<file path="config.mk">
export PLATFORM = sky130hd
export DESIGN_NAME = if_stage
export DESIGN_NICKNAME = d
export VERILOG_FILES = /design/src/rtl/core_pkg.sv /design/src/rtl/inst_type_dec.sv /design/src/rtl/if_stage.sv
export SDC_FILE = /design/constraint.sdc
export NUM_CORES = 1
export LEC_CHECK = 0
export ABC_AREA = 1
export CORE_MARGIN = 5
export CORE_UTILIZATION = 50
export DETAILED_ROUTE_END_ITERATION = 16
export DONT_BUFFER_PORTS = 1
export HOLD_SLACK_MARGIN = 0.02
export PLACE_DENSITY = 0.76
export SLEW_MARGIN = 20
export SYNTH_ARGS = -nofsm -noshare
export SYNTH_HDL_FRONTEND = slang
export SYNTH_HIERARCHICAL = 1
export SYNTH_SLANG_ARGS = --single-unit
</file>
<file path="constraint.sdc">
create_clock -name in_clk -period 20.8 [get_ports in_clk]
set_input_delay 2.08 -clock in_clk [delete_from_list [all_inputs] [get_ports in_clk]]
set_output_delay 2.08 -clock in_clk [all_outputs]
set_load 0.05 [all_outputs]
</file>
<file path="src/rtl/core_pkg.sv">
// Shared RV64 core definitions: opcode constants, immediate-type codes,
// the canonical NOP and the fetch FSM state encoding.
package core_pkg;

    localparam logic [6:0] OPC_LOAD    = 7'b0000011;
    localparam logic [6:0] OPC_OPIMM   = 7'b0010011;
    localparam logic [6:0] OPC_OPIMM32 = 7'b0011011;
    localparam logic [6:0] OPC_JALR    = 7'b1100111;
    localparam logic [6:0] OPC_STORE   = 7'b0100011;
    localparam logic [6:0] OPC_BRANCH  = 7'b1100011;
    localparam logic [6:0] OPC_LUI     = 7'b0110111;
    localparam logic [6:0] OPC_AUIPC   = 7'b0010111;
    localparam logic [6:0] OPC_JAL     = 7'b1101111;

    localparam logic [2:0] IT_I    = 3'd0;
    localparam logic [2:0] IT_S    = 3'd1;
    localparam logic [2:0] IT_B    = 3'd2;
    localparam logic [2:0] IT_U    = 3'd3;
    localparam logic [2:0] IT_J    = 3'd4;
    localparam logic [2:0] IT_NONE = 3'd7;

    localparam logic [31:0] NOP_INST = 32'h0000_0013;

    typedef enum logic [1:0] {
        ST_IDLE = 2'd0,
        ST_WAIT = 2'd1,
        ST_DROP = 2'd2
    } fetch_state_e;

endpackage

</file>
<file path="src/rtl/inst_type_dec.sv">
// Combinational opcode -> immediate-type classifier feeding the immediate
// generator downstream of the IF/ID register.
module inst_type_dec
    import core_pkg::*;
(
    input  logic [6:0] opcode_i,
    output logic [2:0] inst_type_o
);

    always_comb begin
        inst_type_o = IT_NONE;
        case (opcode_i)
            OPC_LOAD, OPC_OPIMM, OPC_OPIMM32, OPC_JALR: inst_type_o = IT_I;
            OPC_STORE:                                  inst_type_o = IT_S;
            OPC_BRANCH:                                 inst_type_o = IT_B;
            OPC_LUI, OPC_AUIPC:                         inst_type_o = IT_U;
            OPC_JAL:                                    inst_type_o = IT_J;
            default:                                    inst_type_o = IT_NONE;
        endcase
    end

endmodule

</file>
<file path="src/rtl/if_stage.sv">
// RV64 instruction-fetch stage: PC, single outstanding imem request, IF/ID register.
// Optional performance counters are built when IF_PERF_EN is defined.
module if_stage
    import core_pkg::*;
#(
    parameter logic [63:0] RESET_PC = 64'h0000_0000_0000_0000
)
(
    input  logic        in_clk,
    input  logic        in_rst,
    output logic        out_imem_req,
    output logic [63:0] out_imem_addr,
    input  logic        in_imem_rvalid,
    input  logic [31:0] in_imem_rdata,
    input  logic        in_redirect,
    input  logic [63:0] in_redirect_pc,
    output logic        out_valid,
    input  logic        in_ready,
    output logic [31:0] out_inst,
    output logic [63:0] out_pc,
`ifdef IF_PERF_EN
    output logic [31:0] out_perf_fetched,
    output logic [31:0] out_perf_stall,
`endif
    output logic [2:0]  out_inst_type
);

    fetch_state_e state_q, state_d;
    logic [63:0]  pc_q, pc_d;
    logic [63:0]  drop_addr_q, drop_addr_d;
    logic         valid_q, valid_d;
    logic [31:0]  inst_q, inst_d;
    logic [63:0]  inst_pc_q, inst_pc_d;
    logic [2:0]   type_q, type_d;
    logic [2:0]   dec_type;
    logic         req;
    logic         complete;

    inst_type_dec u_dec (
        .opcode_i    (in_imem_rdata[6:0]),
        .inst_type_o (dec_type)
    );

    always_comb begin
        req         = 1'b0;
        complete    = 1'b0;
        state_d     = state_q;
        pc_d        = pc_q;
        valid_d     = valid_q;
        inst_d      = inst_q;
        inst_pc_d   = inst_pc_q;
        type_d      = type_q;
        // Outside DROP the abandoned-request address simply shadows the PC.
        drop_addr_d = (state_q == ST_DROP) ? drop_addr_q : pc_q;

        case (state_q)
            ST_IDLE: begin
                req = (!valid_q || in_ready) && !in_redirect;
                if (req) begin
                    if (in_imem_rvalid) complete = 1'b1;
                    else                state_d  = ST_WAIT;
                end
            end
            ST_WAIT: begin
                req = 1'b1;
                if (in_redirect) begin
                    state_d = in_imem_rvalid ? ST_IDLE : ST_DROP;
                end else if (in_imem_rvalid) begin
                    complete = 1'b1;
                    state_d  = ST_IDLE;
                end
            end
            ST_DROP: begin
                req = 1'b1;
                if (in_imem_rvalid) state_d = ST_IDLE;
            end
            default: state_d = ST_IDLE;
        endcase

        if (complete) begin
            inst_d    = in_imem_rdata;
            inst_pc_d = pc_q;
            type_d    = dec_type;
            valid_d   = 1'b1;
            pc_d      = pc_q + 64'd4;
        end else if (in_ready) begin
            valid_d = 1'b0;
        end

        if (in_redirect) begin
            pc_d    = in_redirect_pc & ~64'd3;
            valid_d = 1'b0;
        end
    end

    always_ff @(posedge in_clk or posedge in_rst) begin
        if (in_rst) begin
            state_q     <= ST_IDLE;
            pc_q        <= RESET_PC;
            drop_addr_q <= RESET_PC;
            valid_q     <= 1'b0;
            inst_q      <= NOP_INST;
            inst_pc_q   <= 64'd0;
            type_q      <= IT_I;
        end else begin
            state_q     <= state_d;
            pc_q        <= pc_d;
            drop_addr_q <= drop_addr_d;
            valid_q     <= valid_d;
            inst_q      <= inst_d;
            inst_pc_q   <= inst_pc_d;
            type_q      <= type_d;
        end
    end

    // Gating by reset lets the memory see the request drop the moment reset hits.
    assign out_imem_req  = req && !in_rst;
    assign out_imem_addr = (state_q == ST_DROP) ? drop_addr_q : pc_q;
    assign out_valid     = valid_q;
    assign out_inst      = inst_q;
    assign out_pc        = inst_pc_q;
    assign out_inst_type = type_q;

`ifdef IF_PERF_EN
    logic [31:0] fetched_q;
    logic [31:0] stall_q;

    always_ff @(posedge in_clk or posedge in_rst) begin
        if (in_rst) begin
            fetched_q <= 32'd0;
            stall_q   <= 32'd0;
        end else begin
            if (complete && (fetched_q != 32'hFFFF_FFFF))
                fetched_q <= fetched_q + 32'd1;
            if (valid_q && !in_ready && (stall_q != 32'hFFFF_FFFF))
                stall_q <= stall_q + 32'd1;
        end
    end

    assign out_perf_fetched = fetched_q;
    assign out_perf_stall   = stall_q;
`endif

endmodule

</file>
# Word level (Yosys, flattened, before mapping)
# Cells that the tools add are included.
word_totals:
  reg_bits: 230
  latchBits: 0
  ramBits: 0
  rom_bits: 0
  out_inout_bits: 165
  elab_cells: 52
  memories: 0
op_classes:
  add_sub_neg: 1
  multipliers: 0
  div_mod_pow: 0
  magnitude_cmp: 0
  n_eq_ne: 13
  shift: 0
  muxes: 18
  bitwise_logic: 0
  reduce_logical: 13
ops:
  columns: ["cell", "n"]
  rows:
  - ["2-to-1 mux 64 bit", 3]
  - ["adder 64 x 3 -> 64 bit, second input constant", 1]
  - ["equality test 7 x 5 -> 1 bit, second input constant", 3]
  - ["equality test 7 bit, second input constant", 3]
  - ["case mux 3 bit (5 select lines)", 1]
  - ["equality test 7 x 6 -> 1 bit, second input constant", 2]
  - ["2-to-1 mux 2 bit", 5]
  - ["equality test 7 x 2 -> 1 bit, second input constant", 1]
  - ["2-to-1 mux 1 bit", 6]
  - ["case mux 2 bit (3 select lines)", 1]
  - ["!= test 2 bit, second input constant", 2]
  - ["case mux 1 bit (2 select lines)", 2]
  - ["OR reduction 2 bit", 2]
  - ["OR reduction 4 bit", 1]
  - ["logical NOT 1 bit", 3]
  - ["nonzero test 3 bit", 1]
  - ["equality test 2 x 1 -> 1 bit, second input constant", 1]
  - ["equality test 2 bit, second input constant", 1]
  - ["logical AND 1 bit", 2]
  - ["logical NOT 2 bit", 1]
  - ["AND reduction 2 bit", 1]
  - ["nonzero test 2 bit", 1]
  - ["logical OR 1 bit", 1]

# Longest topological paths before layout
logic_depth:
  depth_word: 7
  ltp_mapped: 11
  ltp_nobuf: 11

# Modules after synthesis
# The synthesis kept the hierarchy.
by_module_without_submodules:
  columns: ["module", "n_inst", "cells_each", "area_each_um2", "seq_area_each_um2"]
  rows:
  - ["if_stage", 1, 1474, 10954.3, 5659.2]
  - ["inst_type_dec", 1, 29, 130.1, 0.0]

# Worst setup path after synthesis
# No wires, ideal clock.
synth_path:
  path_type: "in2out"
  startpoint: "in in_ready"
  endpoint: "out out_imem_req"
  arrival_ps: 3482
  required_time_ps: 18720
  slack_ps: 15238
  stages: 4
  n_path_buf: 0
  path_cell_list: "inv_1 -> a21oi_2 -> nand2_1 -> a211oi_1"
synth_between:
  elab_chain_cells: 4
synth_rtl:
  columns: ["item", "line_no", "source"]
  rows:
  - ["start: declaration", "if_stage.sv:18", "input logic in_ready,"]
  - ["logical OR 1 bit", "if_stage.sv:58", "req = (!valid_q || in_ready) && !in_redirect;"]
  - ["logical AND 1 bit", "if_stage.sv:58", null]
  - ["case mux 1 bit (2 select lines)", "if_stage.sv:56", "case (state_q)"]
  - ["logical AND 1 bit", "if_stage.sv:117", "assign out_imem_req = req && !in_rst;"]
  - ["end: declaration", "if_stage.sv:11", "output logic out_imem_req,"]
# Every way passes these cells.

# Worst setup path after layout
# Ends and elaborated chain as after synthesis.

==> results.sh <==
export IMPL_status="finished, final reports clean"
export IMPL_ys_ff_latch=226
export IMPL_crit_path_cell_trace="inv_1 > a21oi_2 > nand2_1 > a211oi_2"
export IMPL_reg2reg_to="out_pc[26]$_DFFE_PP0P_"
export IMPL_dp_hpwl_um=22600
export IMPL_synth_most_common_cell="nand2_1"
export IMPL_critPathLaunchType="input port"
export IMPL_synth_async_sr_flop_share_pct=100
export IMPL_via_count=9598
export IMPL_p_per_area_nw_per_um2=179
export IMPL_netlist_area_sq_um=11100
export IMPL_fill_cells=2048
export IMPL_leakage_nw=6.08
export IMPL_dieWidth_um=159
export IMPL_tns_ns=0
export IMPL_cp_max_fo=3
export IMPL_ctsHoldBuffers=0
export IMPL_synthesis_instances=1503
export IMPL_min_path_cells=2
export IMPL_grt_max_degree=152
export IMPL_yosysSeqAreaShare_pct=51.1
export IMPL_critical_path_class="input port to primary output"
export IMPL_wirelength_um=31700
export IMPL_yosys_top_cells_area="dfrtp_1 (50%), nand2_1 (23%), o21ai_0 (4.8%)"
export IMPL_end_kind="primary output"
export IMPL_die_h_um=159
export IMPL_core_sq_um=21800
export IMPL_setup_violations=0
export IMPL_htreeDepth=1
export IMPL_syn_area_per_cell_sq_um=7.37
export IMPL_layout_drive_gt1_share_pct=5.21
export IMPL_min_period_ns=5.26
export IMPL_synth_distinct_cells=35
export IMPL_cts_clk_slew_worst_paths_ns=0.07
export IMPL_drc=0
export IMPL_p_total_mw=2.17
export IMPL_clk_path_buf_depth=3
export IMPL_cts_sinks=226
export IMPL_start_util_pct=50.8
export IMPL_grt_pass1_vias=9068
export IMPL_grt_pass1_wl_um=50300
export IMPL_clock_skew_final_ns=0.0102
export IMPL_cts_root_buf="clkbuf_16"
export IMPL_cp_arrival_ns=3.18
export IMPL_rows=54
export IMPL_grt_usage_pct=24.2
export IMPL_reg2reg_setup_slack_ns=17.77
export IMPL_via_per_inst=5.40
export IMPL_io_buffers=0
export IMPL_fin_area_sq_um=12100
export IMPL_ios=266
export IMPL_r2r_cells=7
export IMPL_gp_congestion=0.992
export IMPL_cp_slowest_cell="a211oi_2"
export IMPL_nets=1585
export IMPL_synth_top_cell_by_area="dfrtp_1"
export IMPL_max_cap_violations=0
export IMPL_firstDrtPassIters=5
export IMPL_synth_common_cells="nand2_1 (689), dfrtp_1 (223), inv_1 (131)"
export IMPL_synth_edff_count=0
export IMPL_cts_tree="done"
export IMPL_crit_required_ns=18.72
export IMPL_synth_top_area_share_pct=50.3
export IMPL_drt_initial_drc_count=788
export IMPL_cp_slowest_stage_delay_ns=0.81
export IMPL_rsz0062_at_grt="false"
export IMPL_dieArea_sq_um=25200
export IMPL_hold_end="pc_q[30]$_DFFE_PP0P_"
export IMPL_hold_violations=0
export IMPL_hold_path_class="register to register"
export IMPL_post_drt_wl_per_cell_um=17.8
export IMPL_syn_to_final_growth_pct=9.08
export IMPL_place_area_sq_um=11200
export IMPL_postCtsSetupBuffers=0
export IMPL_min_from="pc_q[30]$_DFFE_PP0P_"
export IMPL_relSlewSlack_pct=25.8
export IMPL_r2r_start="out_valid$_DFFE_PP0P_"
export IMPL_peakVddDrop_uv=101
export IMPL_cts_resized=0
export IMPL_antenna_left=0
export IMPL_overflow=0
export IMPL_fmax_mhz=190
export IMPL_antenna_found_initial=1
export IMPL_clock_latency_ns=0.52
export IMPL_numCtsBuffers=25
export IMPL_finalCritPeriodShare_pct=25.3
export IMPL_tightest_slew_ns=1.11
export IMPL_yosys_warnings=6
export IMPL_slew_viol_final=0
export IMPL_yosys_most_used_dff="dfrtp_1"
-- stage by stage --
step / cells / util (%) / hold WS (ns) / setup slack (ns)
after floorplan: 1504 / - / 0.519 / 12.53
after global placement: 1732 / 51.5 / 0.549 / 15.58
after detailed placement: 1732 / 51.5 / 0.560 / 15.57
after CTS: 1777 / 55.4 / 0.577 / 15.52
after global routing: 1778 / 55.4 / 0.617 / 15.32
final: 1778 / 55.4 / 0.571 / 15.54
-- cell families after synthesis --
logic type / count (synthesis) / synth area share [%]
compound gates: 137 / 6.54
xor+xnor: 18 / 1.42
fa+ha+maj: 5 / 0.564
buf+inv: 192 / 7.04
flops: 226 / 51.1
other cells: 1 / 0.0338
simple gates: 924 / 33.3
-- registers in the layout (all words and copies together), names as in the netlist --
name           count
out_pc            62
state_q            2
pc_q              62
out_inst_type      3
out_valid          1
out_inst          32
drop_addr_q       64
-- worst max path at each step --
stage | start | endpoint | depth (start not counted)
2_1_floorplan | in_rst | drop_addr_q[0]$_DFF_PP0_ | 1
5_1_grt | state_q[0]$_DFFE_PP0P_ | out_imem_addr[6] | 6
3_5_place_dp | in_ready | out_imem_req | 4
4_1_cts | state_q[0]$_DFFE_PP0P_ | out_imem_addr[6] | 6
3_3_place_gp | in_ready | out_imem_req | 4
6_report | in_ready | out_imem_req | 4
-- power by group --
group          internal, mW  total, mW  switching (mW)
logic                 0.128      0.637           0.510
clock network         0.276      0.454           0.178
registers             0.621       1.08           0.457
total                  1.02       2.17            1.14
-- final cells by class --
type | count | area [sq um] | share of cell area, %
antenna | 1 | 2.50 | 0.0207
clock buffer | 36 | 717 | 5.93
clock inverter | 9 | 124 | 1.02
inverter | 135 | 522 | 4.32
multi-input combinational | 1086 | 4680 | 38.7
sequential | 226 | 5660 | 46.8
tap | 280 | 350 | 2.90
timing repair buffer | 5 | 37.5 | 0.310
-- placed cells by master (no fill, tap or decap), types with 2 or more instances in the layout --
cell type and n:
nand2_1 688, dfrtp_1 223, inv_1 130, nor2_1 111, nand3_1 94, o21ai_1 61, o21ai_0 58, clkbuf_16 25
xor2_1 14, nor2_2 11, o211ai_1 9, clkbuf_1 6, nand4_1 5, clkinv_2 5, clkbuf_8 5, buf_4 5
nor2_4 4, nand2_2 4, xnor2_1 4, ha_1 4, inv_2 3, a21oi_1 3, bufinv_16 3, dfstp_2 3
nand2_4 2, conb_1 2, nor3_1 2
-- routing by layer --
metal / routed length, um / GRT usage [%]
met2: 14200 / 37.3
met3: 3250 / 6.79
met5: 0 / 0
met1: 13200 / 33.8
met4: 1000 / 7.10
-- critical path, delay by kind of cell --
family | cells | cell delay [ns]
AND/OR/NAND/NOR | 1 | 0.08
buffers and inverters | 1 | 0.04
AO/OA/AOI/OAI | 2 | 0.98
(Power assumes the default switching activity.)
